--- config.mk ---
export PLATFORM = sky130hd
export DESIGN_NAME = ready_throttle
export DESIGN_NICKNAME = d
export VERILOG_FILES = /design/src/rtl/ready_throttle.sv
export SDC_FILE = /design/constraint.sdc
export NUM_CORES = 1
export LEC_CHECK = 0
export CAP_MARGIN = 10
export CORE_AREA = 4 4 41 43
export DETAILED_ROUTE_END_ITERATION = 10
export DIE_AREA = 0 0 45 47
export PLACE_DENSITY = 0.46
export REMOVE_ABC_BUFFERS = 1
export SLEW_MARGIN = 20
export SYNTH_ARGS = -nofsm -noshare
export SYNTH_HDL_FRONTEND = slang
export SYNTH_SLANG_ARGS = --single-unit
export TNS_END_PERCENT = 20
--- constraint.sdc ---
create_clock -name clk -period 3.1 [get_ports clk]
set_input_delay 0.775 -clock clk [delete_from_list [all_inputs] [get_ports clk]]
set_output_delay 0.775 -clock clk [all_outputs]
set_load 0.02 [all_outputs]
--- src/rtl/ready_throttle.sv ---
// Deterministic back-pressure: in_ready drops for STALL_CYCLES after every BURST_LEN accepts.
module ready_throttle #(
    parameter int unsigned BURST_LEN    = 8,
    parameter int unsigned STALL_CYCLES = 2
) (
    input  logic clk,
    input  logic reset_n,
    input  logic accept,
    output logic in_ready
);

    localparam int unsigned BW = (BURST_LEN > 1) ? $clog2(BURST_LEN) : 1;
    localparam int unsigned SW = (STALL_CYCLES > 1) ? $clog2(STALL_CYCLES) : 1;
    localparam logic [BW-1:0] BURST_LAST = BW'(BURST_LEN - 1);
    localparam logic [SW-1:0] STALL_LAST = SW'((STALL_CYCLES > 0) ? STALL_CYCLES - 1 : 0);

    logic [BW-1:0] burst_cnt;
    logic [SW-1:0] stall_cnt;

    // Burst count is cleared on stall entry so it reads 0 when in_ready returns.
    always_ff @(posedge clk) begin
        if (!reset_n) begin
            burst_cnt <= '0;
            stall_cnt <= '0;
            in_ready  <= 1'b1;
        end else if (STALL_CYCLES != 0) begin
            if (!in_ready) begin
                if (stall_cnt == STALL_LAST) begin
                    in_ready  <= 1'b1;
                    stall_cnt <= '0;
                end else begin
                    stall_cnt <= stall_cnt + 1'b1;
                end
            end else if (accept) begin
                if (burst_cnt == BURST_LAST) begin
                    in_ready  <= 1'b0;
                    burst_cnt <= '0;
                end else begin
                    burst_cnt <= burst_cnt + 1'b1;
                end
            end
        end
    end

endmodule

==> summary.txt, run 1 <==
Synthesis
  • Mean post-synth cell area: 10.9 µm²
  • Library cells used by synthesis: 9
  • Ys Warns: 0
  • Mapped Cells: 21
  • Post-Synthesis Cell Area: 229 µm²
  • Dominant register cell in the synthesized netlist: dfxtp_1
  • Dominant cells by area after synthesis: dfxtp_1 (44%), o21a_1 (13%), ha_1 (11%)
  • Ys async rst share: 0%
  • Count leader, synth: dfxtp_1
  • Leading area contributor after synthesis: dfxtp_1
  • Seq cells post-synth: 5
  • Seq/Total Area, Yosys: between 40% and 50%
  • Synth cell count leaders: dfxtp_1 (5), o21a_1 (4), a21boi_0 (3), and3_2 (3), ha_1 (2)
  • Share of the synthesized area in the top cell type: 43.7%
  • Post-synth EDFFs: 0

Floorplan
  • Total Die Area: 2120 µm²
  • Rows: 13
  • I/O pin count: 4
  • Die extent in y: 47 µm
  • Core area: 1300 µm²
  • Initial Util: 17.6%
  • Die X: 45 µm

Layout
  • Sequential Area: 100 µm²
  • Fill count: 157
  • Area of the multi-input gates: 129 µm²
  • Ant. Diodes: 0
  • Area growth, synth to finish: 32.8%
  • Net count, final: 34
  • Layout cells sized above 1: between 20 and 30%

Worst setup path
  • Crit path max fanout: 10
  • Crit-path cells: clkdlybuf4s50_1
  • Crit path required time: 2320 ps
  • Worst path max stage delay: 650 ps
  • Worst path top cell family by delay: buffers and inverters
  • Critical path type: reg -> out
  • Crit path capture type: output pin
  • CP startpoint kind: flip-flop
  • Worst path buffer plus inverter count: 1
  • Worst EP arrival: 1350 ps
  • Worst path slowest cell: clkdlybuf4s50_1

Clock tree
  • Post-CTS Hold Fix Bufs: 0
  • Clock Latency Late Sink: between 200 and 300 ps
  • CTS Buffer Depth: 2
  • Clk root buf: clkbuf_4
  • CTS buffer count: 3
  • Clock sink total: 5
  • CTS tree: done
  • Clk slew on worst S/H paths: roughly 50 ps
  • Post-CTS Resized: 0
  • H-Tree Depth: 1
  • Post-CTS setup buffers: 0

Route
  • Routed WL: ~440 µm
  • Drt first pass iters: 1
  • Routed wire per std cell: 10.2 µm
  • Vias/cell: 4.23
  • Drt drc: 0
  • DR vias: 182
  • ANT nets after route: 0
  • Drt first-iter violations: 0

Hold path
  • Type of the most critical hold path: reg -> reg

Timing
  • Headroom to the max-slew limit: 83.5%
  • RSZ-0062 raised after global routing: no
  • Fin crit share: 68.5%
  • Final Hold Slack: 566 ps
  • Worst-Margin Slew: 247 ps
  • Final setup fails: 0
  • Fin. max-slew vios: 0
  • Hold Fails Final Rpt: 0
  • Min Tclk post-route: approximately 2100 ps
  • Layout Skew: between 2 and 3 ps
  • FMAX: 471 MHz
  • Setup TNS: 0 ps

Pwr
  • Max IR drop VDD: 0.174 mV
  • Leakage: 0.000134 µW
  • Cell area power density: 511 nW/µm²

Global routing
  • Total gr overflow: 0
  • Largest net degree at the start of global routing: 11
  • Vias in the first global route: 195
  • Initial antenna violation count: 0
  • Total GRT Usage: 6.00%
  • First-pass GRT wire length: 786 µm

Run
  • Max-cap violations: 0

Place
  • Port-buffer cells: 3
  • DP HPWL: 319 µm
  • RD Place Congestion: 0.732

Status
  • Status: complete, no violations
cell families (layout without fill, tap and decap cells):
group	count (synthesis)	in the layout	share of synthesized area (%)
AND/OR/NAND/NOR	6	6	20.2
buffers and inverters	0	7	0
flip-flops	5	5	43.7
adder cells (fa/ha/maj)	2	2	10.9
AO/OA/AOI/OAI	8	8	25.1
layout by cell type, fill, tap and decap left out, drive strengths merged:
master,synthesis,layout
dfxtp,5,5
o21a,4,4
clkbuf,0,4
and3,3,3
a21boi,3,3
clkdlybuf4s50,0,3
ha,2,2
nor2,1,1
o21ai,1,1
and2,1,1
and4bb,1,1
where the power goes:
part           internal, µW  total, µW  switching, µW
sequential             66.5       67.7           1.18
clock                  48.8       77.8           28.9
combinational          6.31       9.88           3.57
total                   122        155           33.7
final timing paths:
path,start,endpoint,slack [ps],depth (start not counted)
hold / removal,stall_cnt,in_ready,570,2
setup / recovery,in_ready,in_ready,980,1
setup reg to reg,burst_cnt[0],burst_cnt[2],1850,4
hold reg to reg,stall_cnt,in_ready,570,2
sequential cells by signal (all words and copies together), names as in the netlist:
signal,flops
burst_cnt,3
in_ready,1
stall_cnt,1
layer usage:
layer  up-vias  part of all wire [%]  global-route usage, %
li1         92                     -                      -
met1        82                    41                   5.45
met2         5                    47                   8.76
met3         3                   5.5                   1.15
met4         0                   6.8                   10.5
met5         -                     0                      0
layout make-up:
type | instances | area share (%)
repair buffers | 3 | 9.88
well taps | 15 | 6.17
flip-flops and latches | 5 | 32.9
clock buffers | 4 | 8.64
multi-input cells | 16 | 42.4
per-stage QoR:
| step | power, µW | cells | util, % | area (µm²) | worst slack, ps |
|---|---|---|---|---|---|
| finish | 155 | 43 | 23.4 | 304 | 976 |
| global route | 164 | 43 | 23.4 | 304 | 898 |
| CTS | 159 | 43 | 23.4 | 304 | 961 |
| detailed placement | 78.8 | 39 | 21.3 | 278 | 1230 |
| global placement | 78.6 | 39 | 21.3 | 278 | 1260 |
| floorplan | 73.8 | 21 | - | 229 | 1830 |
Power figures use the tool's default switching activity.
==> inputs of run 2 (changes only) <==
--- a/config.mk
+++ b/config.mk
@@ -9,7 +9,7 @@
 export CORE_AREA = 4 4 41 43
 export DETAILED_ROUTE_END_ITERATION = 10
 export DIE_AREA = 0 0 45 47
-export PLACE_DENSITY = 0.46
+export PLACE_DENSITY = 0.47
 export REMOVE_ABC_BUFFERS = 1
 export SLEW_MARGIN = 20
 export SYNTH_ARGS = -nofsm -noshare
==> constraint.sdc (replaced) <==
create_clock -name clk -period 1.88 [get_ports clk]
set_input_delay 0.47 -clock clk [delete_from_list [all_inputs] [get_ports clk]]
set_output_delay 0.47 -clock clk [all_outputs]
set_load 0.02 [all_outputs]
==> run 2 against run 1 <==
  * Clock power is 58% higher
  * Routed wire length fell by 16%
  * Final cell count unchanged
  * Critical path type unchanged
  * Combinational power up 63%
  * Die area is the same
==> summary.txt, run 2 (synthesis results as in run 1) <==
Timing
  • Final Hold Slack: 555 ps (-10.7 ps)
  • Setup TNS: 0 ps (unchanged)
  • RSZ-0062 raised after global routing: no
  • Fin crit share: roughly 96%
  • Worst-Margin Slew: 240 ps (-6.94 ps)
  • FMAX: 555 MHz
  • Min Tclk post-route: 1800 ps
  • Hold Fails Final Rpt: 0 (unchanged)
  • Final setup fails: 0 (unchanged)
  • Headroom to the max-slew limit: 84.0% (+0.46 points)
  • Fin. max-slew vios: 0 (unchanged)
  • Layout Skew: 2.68 ps (-0.110 ps)

Worst setup path
  • Critical path type: reg -> out
  • R2r worst-path depth: 4 (unchanged)
  • Crit path required time: 1410 ps (-910 ps)
  • Reg-to-reg startpoint: burst_cnt[0]
  • Worst path max stage delay: 650 ps (about the same)
  • Crit-path cells: clkdlybuf4s50_1
  • Worst path slowest cell: clkdlybuf4s50_1
  • Worst path buffer plus inverter count: 1 (unchanged)
  • Crit path max fanout: 10 (unchanged)
  • Worst EP arrival: 1330 ps (-20 ps)
  • Critical path origin: in_ready
  • CP startpoint kind: flip-flop
  • R2r setup slk: 650 ps (-1200 ps)
  • R2R Path End: burst_cnt[2]
  • Crit path capture type: output pin
  • Worst path top cell family by delay: buffers and inverters

Global routing
  • Largest net degree at the start of global routing: 11 (unchanged)
  • First-pass GRT wire length: 579 µm (-26%)
  • Total GRT Usage: 4.19% (-1.8 points)
  • Initial antenna violation count: 0 (unchanged)
  • Vias in the first global route: 149 (-24%)
  • Total gr overflow: 0 (unchanged)

Clock tree
  • CTS tree: done
  • Clock Latency Late Sink: 240 ps (about the same)
  • Clock sink total: 5 (unchanged)
  • CTS buffer count: 3 (unchanged)
  • CTS Buffer Depth: 2 (unchanged)
  • Clk root buf: clkbuf_4
  • H-Tree Depth: 1 (unchanged)
  • Post-CTS Hold Fix Bufs: 0 (unchanged)
  • Post-CTS setup buffers: 0 (unchanged)
  • Clk slew on worst S/H paths: 40 ps (about the same)
  • Post-CTS Resized: 0 (unchanged)

Floorplan
  • Total Die Area: 2120 µm² (unchanged)
  • I/O pin count: 4 (unchanged)
  • Core area: 1300 µm² (unchanged)
  • Die X: 45 µm (unchanged)
  • Rows: 13 (unchanged)
  • Die extent in y: 47 µm (unchanged)
  • Initial Util: 17.6% (unchanged)

Layout
  • Area growth, synth to finish: 32.8% (unchanged)
  • Fill count: 154 (-1.9%)
  • Top reg by flops: burst_cnt
  • Ant. Diodes: 0 (unchanged)
  • Largest register FFs: 3 (unchanged)
  • Commonest non-fill, non-tap cells in the layout: dfxtp_1 (5), o21a_1 (4)
  • Layout cells sized above 1: 25.0% (unchanged)
  • Final Util: 23.4% (unchanged)
  • Net count, final: 34 (unchanged)
  • Commonest non-fill, non-tap cell in the layout: dfxtp_1
  • Fin cells: 43 (unchanged)
  • Largest regs: burst_cnt (3), in_ready (1), stall_cnt (1)

Place
  • Port-buffer cells: 3 (unchanged)
  • Placed cells: 39 (unchanged)
  • RD Place Congestion: 0.765 (+4.5%)
  • DP HPWL: 288 µm (-9.7%)

Route
  • Routed WL: 367 µm (-16%)
  • Drt drc: 0 (unchanged)
  • ANT nets after route: 0 (unchanged)
  • Drt first-iter violations: 0 (unchanged)
  • Vias/cell: 3.93 (-7.1%)
  • Routed wire per std cell: 8.53 µm (-16%)
  • DR vias: 169 (-7.1%)
  • Drt first pass iters: 1 (unchanged)

Hold path
  • Type of the most critical hold path: reg -> reg
  • HP Start: stall_cnt
  • Hold Crit Depth: 2 (unchanged)
  • Hold Path End: in_ready

Pwr
  • Clock power share: 49.1% (-0.9 points)
  • Max IR drop VDD: 0.338 mV (+94%)
  • Sequential fraction of design power: 44.5% (+0.9 points)
  • Internal: 200 µW (+65%)
  • Total chip power: 251 µW (+61%)
  • Gate power share: 6.4% (about the same)
  • Cell area power density: 825 nW/µm² (+61%)
  • Leakage: 0.000134 µW (unchanged)
  • Switching Fraction: 20.1% (-1.6 points)
  • P_sw: 50.3 µW (+49%)

Run
  • Max-cap violations: 0 (unchanged)

Status
  • Status: complete, no violations
## run 2: cell counts in the layout (fill, tap and decap cells not counted)
No cell type changed its count.
## run 2: cell type report
type / instances / area (µm²) / area share [%]
multi-input cells: 16 / 129 / 42.4
flip-flops and latches: 5 / 100 / 32.9
repair buffers: 3 / 30.0 / 9.88
clock buffers: 4 / 26.3 / 8.64
well taps: 15 / 18.8 / 6.17
## run 2: worst max-delay path by stage
stage / slack [ps] / end / cells past startpoint
after floorplan: 690 / burst_cnt[2] / 4
after global placement: 340 / in_ready / 1
after detailed placement: 330 / in_ready / 1
after CTS: 70 / in_ready / 1
after global routing: 30 / in_ready / 1
final: 80 / in_ready / 1
## run 2: power by group through the flow
stage | clock, µW | combinational [µW] | sequential (µW)
2_1_floorplan | 0 | 8.63 | 113
3_3_place_gp | 0 | 16.4 | 113
3_5_place_dp | 0 | 16.3 | 113
4_1_cts | 129 | 16.3 | 112
5_1_grt | 136 | 18.5 | 112
6_report | 123 | 16.1 | 112
## run 2: stage by stage
stage	area, µm²	setup slack, ps
detailed placement	278	325
CTS	304	69.5
global route	304	28.5
floorplan	229	686
finish	304	77.7
global placement	278	338
## run 2: metal layers
metal  vias to the layer above  track usage, %  wire, µm
met5                         -               0         0
met2                         3            5.93       163
met3                         2            2.30        13
met4                         0            5.26        14
li1                         93               -         -
met1                        71            3.86       175
